**config.mk**
```make
export PLATFORM = sky130hd
export DESIGN_NAME = alu_output_stage_flat
export DESIGN_NICKNAME = d
export VERILOG_FILES = /design/src/rtl/alu_output_stage_pkg.sv /design/src/rtl/alu_output_stage_if.sv /design/src/rtl/alu_output_stage_out_fifo.sv /design/src/rtl/alu_output_stage.sv /design/src/flat_wrapper.sv
export SDC_FILE = /design/constraint.sdc
export NUM_CORES = 1
export LEC_CHECK = 0
export CORE_MARGIN = 3
export CORE_UTILIZATION = 52
export DETAILED_ROUTE_END_ITERATION = 8
export GPL_ROUTABILITY_DRIVEN = 0
export PLACE_DENSITY = 0.77
export SETUP_SLACK_MARGIN = 0.02
export SLEW_MARGIN = 0
export SYNTH_ARGS = -nofsm -noshare
export SYNTH_HDL_FRONTEND = slang
export SYNTH_HIERARCHICAL = 1
export SYNTH_SLANG_ARGS = --single-unit
```
**constraint.sdc**
```tcl
create_clock -name clk -period 3.7 [get_ports clk]
set_input_delay 0.925 -clock clk [delete_from_list [all_inputs] [get_ports clk]]
set_output_delay 0.925 -clock clk [all_outputs]
set_load 0.02 [all_outputs]
```
**src/rtl/alu_output_stage_pkg.sv**
```systemverilog
// Shared constants for the SAP datapath: widths, control-word bit positions, opcodes.
package alu_output_stage_pkg;
    localparam int SAP_DATA_W = 8;

    // Control-word bit positions, MSB first
    localparam int CW_CP = 11;
    localparam int CW_EP = 10;
    localparam int CW_LM = 9;
    localparam int CW_CE = 8;
    localparam int CW_LI = 7;
    localparam int CW_EI = 6;
    localparam int CW_LA = 5;
    localparam int CW_EA = 4;
    localparam int CW_SU = 3;
    localparam int CW_EU = 2;
    localparam int CW_LB = 1;
    localparam int CW_LO = 0;

    typedef enum logic [3:0] {
        OP_LDA = 4'h0,
        OP_ADD = 4'h1,
        OP_SUB = 4'h2,
        OP_OUT = 4'hE
    } sap_op_e;

    typedef struct packed {
        logic c;
        logic z;
    } alu_flags_t;
endpackage

```
**src/rtl/alu_output_stage_if.sv**
```systemverilog
// Control, bus and output-port signals between the sequencer/consumer and the ALU output stage.
interface alu_output_stage_if #(
    parameter int DATA_W = 8
);
    logic [DATA_W-1:0] a_in;
    logic [DATA_W-1:0] bus_in;
    logic              Su;
    logic              Eu;
    logic              Lb;
    logic              Lo;
    logic [DATA_W-1:0] bus_out;
    logic              bus_oe;
    logic              flag_c;
    logic              flag_z;
    logic [DATA_W-1:0] out_data;
    logic              out_valid;
    logic              out_ready;
    logic              out_ovf;

    modport slave (
        input  a_in, bus_in, Su, Eu, Lb, Lo, out_ready,
        output bus_out, bus_oe, flag_c, flag_z, out_data, out_valid, out_ovf
    );

    modport master (
        output a_in, bus_in, Su, Eu, Lb, Lo, out_ready,
        input  bus_out, bus_oe, flag_c, flag_z, out_data, out_valid, out_ovf
    );
endinterface

```
**src/rtl/alu_output_stage_out_fifo.sv**
```systemverilog
// Synchronous output FIFO with valid/ready read side and sticky overflow on dropped pushes.
module out_fifo #(
    parameter int DATA_W = 8,
    parameter int DEPTH  = 4
) (
    input  logic              clk,
    input  logic              reset,
    input  logic              i_push_req,
    input  logic [DATA_W-1:0] i_data,
    input  logic              i_ready,
    output logic [DATA_W-1:0] o_data,
    output logic              o_valid,
    output logic              o_ovf
);
    localparam int AW = $clog2(DEPTH);
    localparam int CW = AW + 1;

    logic [DATA_W-1:0] r_mem [DEPTH];
    logic [AW-1:0]     r_wptr;
    logic [AW-1:0]     r_rptr;
    logic [CW-1:0]     r_count;
    logic              r_ovf;
    logic              w_full;
    logic              w_empty;
    logic              w_pop;
    logic              w_push;

    assign w_full  = (r_count == CW'(DEPTH));
    assign w_empty = (r_count == '0);
    assign w_pop   = ~w_empty & i_ready;
    // A pop in the same cycle frees the slot, so a full FIFO still accepts the push
    assign w_push  = i_push_req & (~w_full | w_pop);

    always_ff @(posedge clk or negedge reset) begin
        if (!reset) begin
            r_wptr  <= '0;
            r_rptr  <= '0;
            r_count <= '0;
            r_ovf   <= 1'b0;
        end else begin
            if (w_push) r_wptr <= r_wptr + AW'(1);
            if (w_pop)  r_rptr <= r_rptr + AW'(1);
            case ({w_push, w_pop})
                2'b10:   r_count <= r_count + CW'(1);
                2'b01:   r_count <= r_count - CW'(1);
                default: r_count <= r_count;
            endcase
            if (i_push_req & ~w_push) r_ovf <= 1'b1;
        end
    end

    always_ff @(posedge clk) begin
        if (w_push) r_mem[r_wptr] <= i_data;
    end

    assign o_valid = ~w_empty;
    assign o_data  = w_empty ? '0 : r_mem[r_rptr];
    assign o_ovf   = r_ovf;
endmodule

```
**src/rtl/alu_output_stage.sv**
```systemverilog
// B register, add/subtract ALU with registered flags, gated bus driver and buffered output port.
module alu_output_stage
    import alu_output_stage_pkg::*;
#(
    parameter int DATA_W    = SAP_DATA_W,
    parameter int OUT_DEPTH = 4
) (
    input  logic                clk,
    input  logic                reset,
    alu_output_stage_if.slave   io
);
    logic [DATA_W-1:0] r_b;
    alu_flags_t        r_flags;
    logic [DATA_W-1:0] w_b_op;
    logic [DATA_W:0]   w_res;

    // Subtract as A + ~B + 1 so the carry out reads as "no borrow"
    assign w_b_op = io.Su ? ~r_b : r_b;
    assign w_res  = {1'b0, io.a_in} + {1'b0, w_b_op} + {{DATA_W{1'b0}}, io.Su};

    assign io.bus_oe  = io.Eu & reset;
    assign io.bus_out = io.bus_oe ? w_res[DATA_W-1:0] : '0;
    assign io.flag_c  = r_flags.c;
    assign io.flag_z  = r_flags.z;

    always_ff @(posedge clk or negedge reset) begin
        if (!reset) begin
            r_b     <= '0;
            r_flags <= '0;
        end else begin
            if (io.Lb) r_b <= io.bus_in;
            if (io.Eu) begin
                r_flags.c <= w_res[DATA_W];
                r_flags.z <= (w_res[DATA_W-1:0] == '0);
            end
        end
    end

    out_fifo #(
        .DATA_W (DATA_W),
        .DEPTH  (OUT_DEPTH)
    ) u_out_fifo (
        .clk        (clk),
        .reset      (reset),
        .i_push_req (io.Lo),
        .i_data     (io.bus_in),
        .i_ready    (io.out_ready),
        .o_data     (io.out_data),
        .o_valid    (io.out_valid),
        .o_ovf      (io.out_ovf)
    );
endmodule

```
**src/flat_wrapper.sv**
```systemverilog
// flat-port wrapper written by rule: the top's interface ports become plain ports
module alu_output_stage_flat import alu_output_stage_pkg::*;
#(
    parameter int DATA_W    = SAP_DATA_W,
    parameter int OUT_DEPTH = 4
)
  (clk, reset, io_a_in, io_bus_in, io_Su, io_Eu, io_Lb, io_Lo, io_out_ready, io_bus_out, io_bus_oe, io_flag_c, io_flag_z, io_out_data, io_out_valid, io_out_ovf);
  alu_output_stage_if #(.DATA_W(DATA_W)) io_i ();
  input  logic clk;
  input  logic reset;
  input wire logic [$bits(io_i.a_in)-1:0] io_a_in;
  input wire logic [$bits(io_i.bus_in)-1:0] io_bus_in;
  input wire logic [$bits(io_i.Su)-1:0] io_Su;
  input wire logic [$bits(io_i.Eu)-1:0] io_Eu;
  input wire logic [$bits(io_i.Lb)-1:0] io_Lb;
  input wire logic [$bits(io_i.Lo)-1:0] io_Lo;
  input wire logic [$bits(io_i.out_ready)-1:0] io_out_ready;
  output wire logic [$bits(io_i.bus_out)-1:0] io_bus_out;
  output wire logic [$bits(io_i.bus_oe)-1:0] io_bus_oe;
  output wire logic [$bits(io_i.flag_c)-1:0] io_flag_c;
  output wire logic [$bits(io_i.flag_z)-1:0] io_flag_z;
  output wire logic [$bits(io_i.out_data)-1:0] io_out_data;
  output wire logic [$bits(io_i.out_valid)-1:0] io_out_valid;
  output wire logic [$bits(io_i.out_ovf)-1:0] io_out_ovf;
  assign io_i.a_in = io_a_in;
  assign io_i.bus_in = io_bus_in;
  assign io_i.Su = io_Su;
  assign io_i.Eu = io_Eu;
  assign io_i.Lb = io_Lb;
  assign io_i.Lo = io_Lo;
  assign io_i.out_ready = io_out_ready;
  assign io_bus_out = io_i.bus_out;
  assign io_bus_oe = io_i.bus_oe;
  assign io_flag_c = io_i.flag_c;
  assign io_flag_z = io_i.flag_z;
  assign io_out_data = io_i.out_data;
  assign io_out_valid = io_i.out_valid;
  assign io_out_ovf = io_i.out_ovf;
  alu_output_stage #(.DATA_W(DATA_W), .OUT_DEPTH(OUT_DEPTH)) u_core (.clk(clk), .reset(reset), .io(io_i));
endmodule
```
Yosys cells after proc, flatten, opt, wreduce, memory -nomap -nowiden
Memory sizes are Yosys's and may differ from the RTL's.
Index checks and enable logic that the tools add are counted.
- $add $sub $neg: 6
- equal/unequal tests: 3
- multiplexer cells: 6
- bitwise gates (word level): 9
- reductions and logical operators: 3
- operators by type and width (cell ; count):
    $mux 8 ; 3
    $add 8x8->9 ; 1
    $add 9x1->9 ; 1
    $logic_not 8->1 ; 1
    $not 8->8 ; 1
    $pmux 3 s2 ; 1
    $add 2x1->2 const B ; 2
    $and 1x1->1 ; 4
    $add 3x1->3 const B ; 1
    $eq 3x3->1 const B ; 1
    $logic_not 3->1 ; 1
    $not 1->1 ; 3
    $sub 3x1->3 const B ; 1
    $eq 2x1->1 const B ; 1
    $eq 2x2->1 const B ; 1
    $mux 1 ; 2
    $reduce_bool 2->1 ; 1
    $or 1x1->1 ; 1
- flip-flop bits (word level): 18
- memory bits (writable): 32
- input bits: 23
- output and inout bits: 21
- logic and storage cells: 35
- memories: 1
- memory list (memory ; words ; bits a word ; read ports ; clocked after memory_dff ; write ports ; line ; RTL):
    u_core.u_out_fifo.r_mem ; 4 ; 8 ; 1 ; 0 ; 1 ; alu_output_stage_out_fifo.sv:18 ; logic [DATA_W-1:0] r_mem [DEPTH];

Longest topological paths before layout
Gate-level depths: netlist of the first run.
- word-level depth: 7
- depth in mapped cells: 9
- mapped depth without buffers: 9

By module
Netlist of the first run, hierarchy kept.
- by module, submodules not included (module ; times used ; cells each ; area an instance (um2) ; sequential area each (um2)):
    out_fifo ; 1 ; 90 ; 1700.4 ; 1161.1
    alu_output_stage ; 1 ; 88 ; 857.1 ; 250.2

Worst setup path after synthesis of the first run
No wires, ideal clock.
- kind: input to output
- from: input io_Su
- to: output io_bus_out[6]
- data arrival time: 2.735 ns
- required time: 2.775 ns
- setup slack: 0.040 ns
- cell stages on the path: 8
- buffers on the path: 1
- path through: buf_6 mux2_4 fa_1 and3_1 o21ai_1 a21oi_1 a211oi_1 and2_1
- cells in the longest elaborated chain, start to end: 4
- RTL lines (element ; line ; RTL):
    start, declared ; flat_wrapper.sv:13 ; input wire logic [$bits(io_i.Su)-1:0] io_Su;
    $mux 8 ; alu_output_stage.sv:18 ; assign w_b_op = io.Su ? ~r_b : r_b;
    $add 8x8->9 ; alu_output_stage.sv:19 ; assign w_res = {1'b0, io.a_in} + {1'b0, w_b_op} + {{DATA_W{1'b0}}, io.Su};
    $add 9x1->9 (*) ; alu_output_stage.sv:19 ;
    $mux 8 (*) ; alu_output_stage.sv:22 ; assign io.bus_out = io.bus_oe ? w_res[DATA_W-1:0] : '0;
    end, declared ; flat_wrapper.sv:18 ; output wire logic [$bits(io_i.bus_out)-1:0] io_bus_out;
Mark *: on every way between the ends. The rest lies on a longest branch, timed or not.

Worst setup path after layout of the first run
- from: input io_Su
- to: output io_bus_out[5]
Same word-level chain as after synthesis.

==> out/metrics.cfg, run 1 <==
[floorplanning]
start_util = 0.564
dieArea_um2 = 5800
ios = 44
rows = 24
fp.dieW_um = 76.1
die_h_um = 76.1
core_um2 = 4530

[synthesis]
synthArstFlopShare = 0.360
synth_edf_count = 32
yosysTopAreaCellShare = 0.376
syn_inst = 178
syn_area_per_cell_um2 = 14.4
synthFlopType = edfxtp_1
synth.area.top_cells = edfxtp_1 38%, dfrtp_1 18%, mux4_2 7.0%
synth.distinct_cells = 41
yosysWarnings = 6
ys_ff_latch = 50
yosysTopAreaCell = edfxtp_1
netlist_area_um2 = 2560
seq_area_frac_synth = 0.552
syn-num-nets = 215

[detailed_routing]
first_pass_iters = 4
drt_iter0_drc = 108
drc_errors = 0
num_vias = 1664
vias_per_cell = 5.39
ant_nets = 0
routed_wirelength_mm = 5.21
wl_per_cell_um = 16.9

[final_layout]
layout_common_cells = 33 x clkdlybuf4s50_1, 32 x edfxtp_1, 20 x buf_4
syn_to_final_growth_pct = 31.8
final_cell_area_um2 = 3370
diodes = 0
nets = 280
final_util = 0.743
final_common_cell = clkdlybuf4s50_1
drive_above_1_share = 0.303

[sta]
fmax_mhz = 276
setup_violations = 0
period_minus_slack_ns = 3.63
rsz0062_at_grt = yes
worst_pin_slew_ns = 0.602
final_max_slew_viol_count = 0
slew_headroom = 0.599
post-route-period-util = 0.980
hold_viol = 0
clock_skew_ns = 0.00662

[setup_path]
worstPathRequired_ns = 2.77
r2r_cells = 9
cp.arrival_ns = 2.70
r2r_slack_ns = 1.39
critical_path_peak_fanout = 6
cp-startpoint = io_Su
rr_startpoint = u_core/r_b[0]
crit_type = in2out
r2r-end = u_core/io.flag_z
crit_end = io_bus_out[5]
start_kind = input pin
critPathCaptureType = output port

[place]
port_buffers = 43
dpl_cell_area_um2 = 3160
hpwlAfterDp_mm = 3.94

[run]
cap_violations = 0

[clock_tree]
ctsHtreeMaxLevel = 2
numCtsBuffers = 5
cts-root-buf = clkbuf_8
clk_latency_ns = 0.29
path_clk_slew_ns = 0.08
cts_tree = yes
cts.path.max_buffers = 2
cts-hold-fix-buffers = 0
cts_sinks = 50

[worst_hold_path]
hp-start = u_core/u_out_fifo/o_ovf
hold_path.class = reg2reg
holdPathStages = 1

[outcome]
status = finished, final reports clean

[power]
peakVddDrop_mv = 0.272
p_per_area_nw_per_um2 = 641
power_mw = 2.16
leakagePower_nw = 1.34

[global_routing]
grt_pass1_vias = 1786
antenna_found_initial = 0
grt_overflow = 0
grt_usage = 0.188
grt_max_degree = 17
grt_pass1_wl_mm = 8.64

==> critical path, cell delays in order <==
cell and delay, ns:
buf_2 0.13, buf_6 0.13, xor2_1 0.26, ha_4 0.26, and2_4 0.16, a211o_4 0.36, a211oi_4 0.24, nor3_1 0.06
buf_2 0.16
==> worst min path at each step <==
stage | to | slack [ns]
2_1_floorplan | u_core/u_out_fifo/r_count[2] | 0.46
3_3_place_gp | u_core/u_out_fifo/o_ovf | 0.44
3_5_place_dp | u_core/u_out_fifo/o_ovf | 0.46
4_1_cts | u_core/u_out_fifo/o_ovf | 0.48
5_1_grt | u_core/u_out_fifo/o_ovf | 0.52
6_report | u_core/u_out_fifo/o_ovf | 0.48
==> layer usage <==
layer,share of wire,wire [um],vias to the layer above,global-route usage
li1,-,-,784,-
met1,0.43,2220,833,0.221
met2,0.53,2750,45,0.350
met3,0.041,215,2,0.0343
met4,0.0046,24,0,0.0507
met5,0,0,-,0
==> area by class of cell <==
type                    count  area [um2]
well taps                  65        81.3
multi-input cells         112        1160
repair buffers             63         563
flip-flops and latches     50        1410
clock buffers               6        72.6
clock inverters             2        37.5
inverters                  11        41.3
fillers                   298        1160
==> where the power goes <==
| part | internal (mW) | switching (mW) | total (mW) |
|---|---|---|---|
| clock network | 0.202 | 0.166 | 0.368 |
| registers | 0.730 | 0.112 | 0.841 |
| logic | 0.515 | 0.436 | 0.951 |
==> synthesized netlist by cell type, types with 2 or more instances <==
library cell and number:
nor3_1 4, inv_1 11, edfxtp_1 32, nor2_1 7, a21oi_1 3, mux2_2 8, nand3_1 3, fa_1 2
o21ai_1 2, and3_1 3, buf_6 3, o21ai_0 2, ha_1 12, xnor2_1 6, and2_1 16, a31oi_1 3
xor2_1 10, mux2_4 2, a21o_1 3, mux4_2 8, dfrtp_1 18
==> sequential cells by signal, indices dropped and copies added (netlist names) <==
register / count
u_core/r_b: 8
u_core/u_out_fifo/o_ovf: 1
u_core/u_out_fifo/r_wptr: 2
u_core/u_out_fifo/r_mem: 32
u_core/u_out_fifo/r_rptr: 2
u_core/u_out_fifo/r_count: 3
u_core/io.flag_z: 1
u_core/io.flag_c: 1
==> per-stage QoR <==
stage | instances | hold WS [ns] | TNS [ns] | setup WS [ns]
after floorplan | 178 | 0.465 | 0 | 0.0402
after global placement | 299 | 0.438 | -3.77 | -0.741
after detailed placement | 299 | 0.464 | -4.14 | -0.784
after CTS | 307 | 0.483 | 0 | 0.0538
after global routing | 309 | 0.523 | 0 | 0.0144
final | 309 | 0.485 | 0 | 0.0744
==> cells by family after synthesis <==
logic type               share of synthesized area
AO/OA/AOI/OAI                               0.0572
XOR/XNOR                                    0.0548
adder cells (fa/ha/maj)                     0.0744
buffers and inverters                       0.0328
flip-flops                                   0.552
multiplexers                                 0.121
AND/OR/NAND/NOR                              0.108
==> what timing repair did <==
item | 4_1_cts | 5_1_grt
buffers inserted | 0 | 2
pin swaps | 8 | 9
setup endpoints to repair | 7 | 3
resized for setup | 41 | 13
Power figures use the tool's default switching activity.
==> inputs of run 2 (changes only) <==
--- a/config.mk
+++ b/config.mk
@@ -10,7 +10,7 @@
 export DETAILED_ROUTE_END_ITERATION = 8
 export GPL_ROUTABILITY_DRIVEN = 0
 export PLACE_DENSITY = 0.77
-export SETUP_SLACK_MARGIN = 0.02
+export SETUP_SLACK_MARGIN = 0.15
 export SLEW_MARGIN = 0
 export SYNTH_ARGS = -nofsm -noshare
 export SYNTH_HDL_FRONTEND = slang
==> run 2 against run 1 <==
Against the previous run:
- sequential cell count did not move
- global-route usage rose by 1.5 points
- first-iteration DRC count fell by 2.8%
- setup slack improved by 0.00056 ns
- register-to-register slack barely moved
- highest routed layer unchanged
==> out/metrics.cfg, run 2 (synthesis gave the netlist of run 1 again) <==
[final_layout]
reg.largest.list = u_core/u_out_fifo/r_mem x32, u_core/r_b x8, u_core/u_out_fifo/r_count x3  ; unchanged
layout_common_cells = 32 x clkdlybuf4s50_1, 32 x edfxtp_1, 23 x buf_4  ; was 33 x clkdlybuf4s50_1, 32 x edfxtp_1, 20 x buf_4
largest-register = u_core/u_out_fifo/r_mem  ; unchanged
largest_register_ffs = 32  ; unchanged
nets = 285  ; was 280
drive_above_1_share = 0.341  ; was 0.303
diodes = 0  ; unchanged
syn_to_final_growth_pct = 34.4  ; was 31.8%
final_cell_area_um2 = 3440  ; was 3370 um2

[setup_path]
crit_slowest_cell = clkdlybuf4s50_1  ; was a211o_4
start_kind = input pin  ; unchanged
critical_path_peak_fanout = 5  ; was 6
path_cells = clkdlybuf4s50_1 -> ha_4 -> a21o_1 -> nor4_2 -> a32oi_1 -> a31oi_1 -> buf_4  ; was buf_2 -> buf_6 -> xor2_1 -> ha_4 -> and2_4 -> a211o_4 -> a211oi_4 -> nor3_1 -> buf_2
cp.arrival_ns = 2.70  ; about the same
critPathMaxStageDelay_ns = 0.52  ; was 0.36 ns
critPathCaptureType = output port  ; unchanged
worstPathRequired_ns = 2.77  ; about the same
crit_type = in2out  ; unchanged

[floorplanning]
die_h_um = 76.1  ; unchanged
ios = 44  ; unchanged
rows = 24  ; unchanged
dieArea_um2 = 5800  ; unchanged
start_util = 0.564  ; unchanged
fp.dieW_um = 76.1  ; unchanged
core_um2 = 4530  ; unchanged

[sta]
hold_viol = 0  ; unchanged
final.setup.tns_ns = 0  ; unchanged
worst_pin_slew_ns = 0.608  ; was 0.602 ns
rsz0062_at_grt = yes  ; unchanged
clock_skew_ns = 0.00988  ; was 0.00662 ns
layout_setup_ws_ns = 0.0750  ; was 0.0744 ns
slew_headroom = 0.595  ; was 0.599
finalHoldWorstSlack_ns = 0.478  ; was 0.485 ns
fmax_mhz = 276  ; about the same
final_max_slew_viol_count = 0  ; unchanged
setup_violations = 0  ; unchanged
period_minus_slack_ns = 3.62  ; was 3.63 ns
post-route-period-util = 0.980  ; about the same

[global_routing]
grt_max_degree = 17  ; unchanged
grt_usage = 0.203  ; was 0.188
grt_pass1_vias = 1848  ; was 1786
grt_pass1_wl_mm = 9.11  ; was 8.64 mm
grt_overflow = 0  ; unchanged
antenna_found_initial = 0  ; unchanged

[run]
cap_violations = 0  ; unchanged

[clock_tree]
cts_sinks = 50  ; unchanged
cts_tree = yes  ; unchanged
cts.path.max_buffers = 2  ; unchanged
numCtsBuffers = 5  ; unchanged
cts-hold-fix-buffers = 0  ; unchanged
ctsHtreeMaxLevel = 2  ; unchanged
clk_latency_ns = 0.30  ; was 0.29 ns
path_clk_slew_ns = 0.09  ; was 0.08 ns
cts-root-buf = clkbuf_8  ; unchanged

[outcome]
status = finished, final reports clean  ; unchanged

[power]
power_mw = 2.14  ; was 2.16 mW
p_per_area_nw_per_um2 = 623  ; was 641 nW/um2
leakagePower_nw = 1.36  ; was 1.34 nW
peakVddDrop_mv = 0.314  ; was 0.272 mV

[detailed_routing]
drt_iter0_drc = 105  ; was 108
routed_wirelength_mm = 5.63  ; was 5.21 mm
wl_per_cell_um = 17.9  ; was 16.9 um
ant_nets = 0  ; unchanged
vias_per_cell = 5.26  ; was 5.39
drc_errors = 0  ; unchanged
num_vias = 1653  ; was 1664
first_pass_iters = 4  ; unchanged

[place]
pre_cts_slack_ns = -0.806  ; was -0.784 ns
hpwlAfterDp_mm = 4.03  ; was 3.94 mm
port_buffers = 43  ; unchanged
dpl_cell_area_um2 = 3190  ; was 3160 um2

[worst_hold_path]
hold_path.class = reg2reg  ; unchanged

## run 2: cell type report
type / instances / area, um2
multi-input cells: 112 / 1200
clock buffers: 5 / 68.8
repair buffers: 68 / 612
inverters: 11 / 41.3
flip-flops and latches: 50 / 1410
clock inverters: 3 / 21.3
well taps: 65 / 81.3
fillers: 284 / 1100
## run 2: per-layer routing
layer | routed length [um] | track usage
met3 | 254 | 0.0508
met5 | 0 | 0
met1 | 2380 | 0.248
met4 | 65 | 0.0435
met2 | 2930 | 0.363
## run 2: power by group
group	total [mW]	switching (mW)	leakage (nW)	internal [mW]
Combinational	0.985	0.453	0.814	0.532
Clock	0.312	0.179	0.0441	0.133
Sequential	0.843	0.113	0.504	0.730
Total	2.14	0.746	1.36	1.39
## run 2: worst paths after layout
kind                                          from                 endpoint  slack (ns)  cells after the start
hold reg to reg            u_core/u_out_fifo/o_ovf  u_core/u_out_fifo/o_ovf        0.48                      1
max in group asynchronous                    reset            u_core/r_b[4]        2.37                      2
setup reg to reg                     u_core/r_b[0]         u_core/io.flag_z        1.39                      7
hold / removal             u_core/u_out_fifo/o_ovf  u_core/u_out_fifo/o_ovf        0.48                      1
setup / recovery                        io_a_in[4]            io_bus_out[7]        0.08                      7
min in group asynchronous                    reset         u_core/io.flag_z        0.83                      1
## run 2: through the flow
stage,std cells,utilization
finish,314,0.758
detailed placement,301,0.703
floorplan,178,-
global placement,301,0.703
CTS,314,0.743
global route,314,0.758
## run 2: what timing repair did
item | CTS | global route
buffers inserted | 5 | 0
endpoints found under the setup margin | 7 | 5
endpoints found under the hold margin | 0 | 0
resized for setup | 51 | 12
pin swaps | 12 | 8
## run 2: worst max-delay path, delay by kind of cell
family	cells	cell delay, ns
adders and majority gates	1	0.23
AOI/OAI and AO/OA	3	0.54
buffers and inverters	2	0.69
and+or+nand+nor	1	0.31
==> inputs of run 3 (changes only) <==
--- a/config.mk
+++ b/config.mk
@@ -9,6 +9,7 @@
 export CORE_UTILIZATION = 52
 export DETAILED_ROUTE_END_ITERATION = 8
 export GPL_ROUTABILITY_DRIVEN = 0
+export HOLD_SLACK_MARGIN = 0.02
 export PLACE_DENSITY = 0.77
 export SETUP_SLACK_MARGIN = 0.15
 export SLEW_MARGIN = 0
==> results of run 3 <==
Final layout, timing and power as in run 2 (identical DEF).
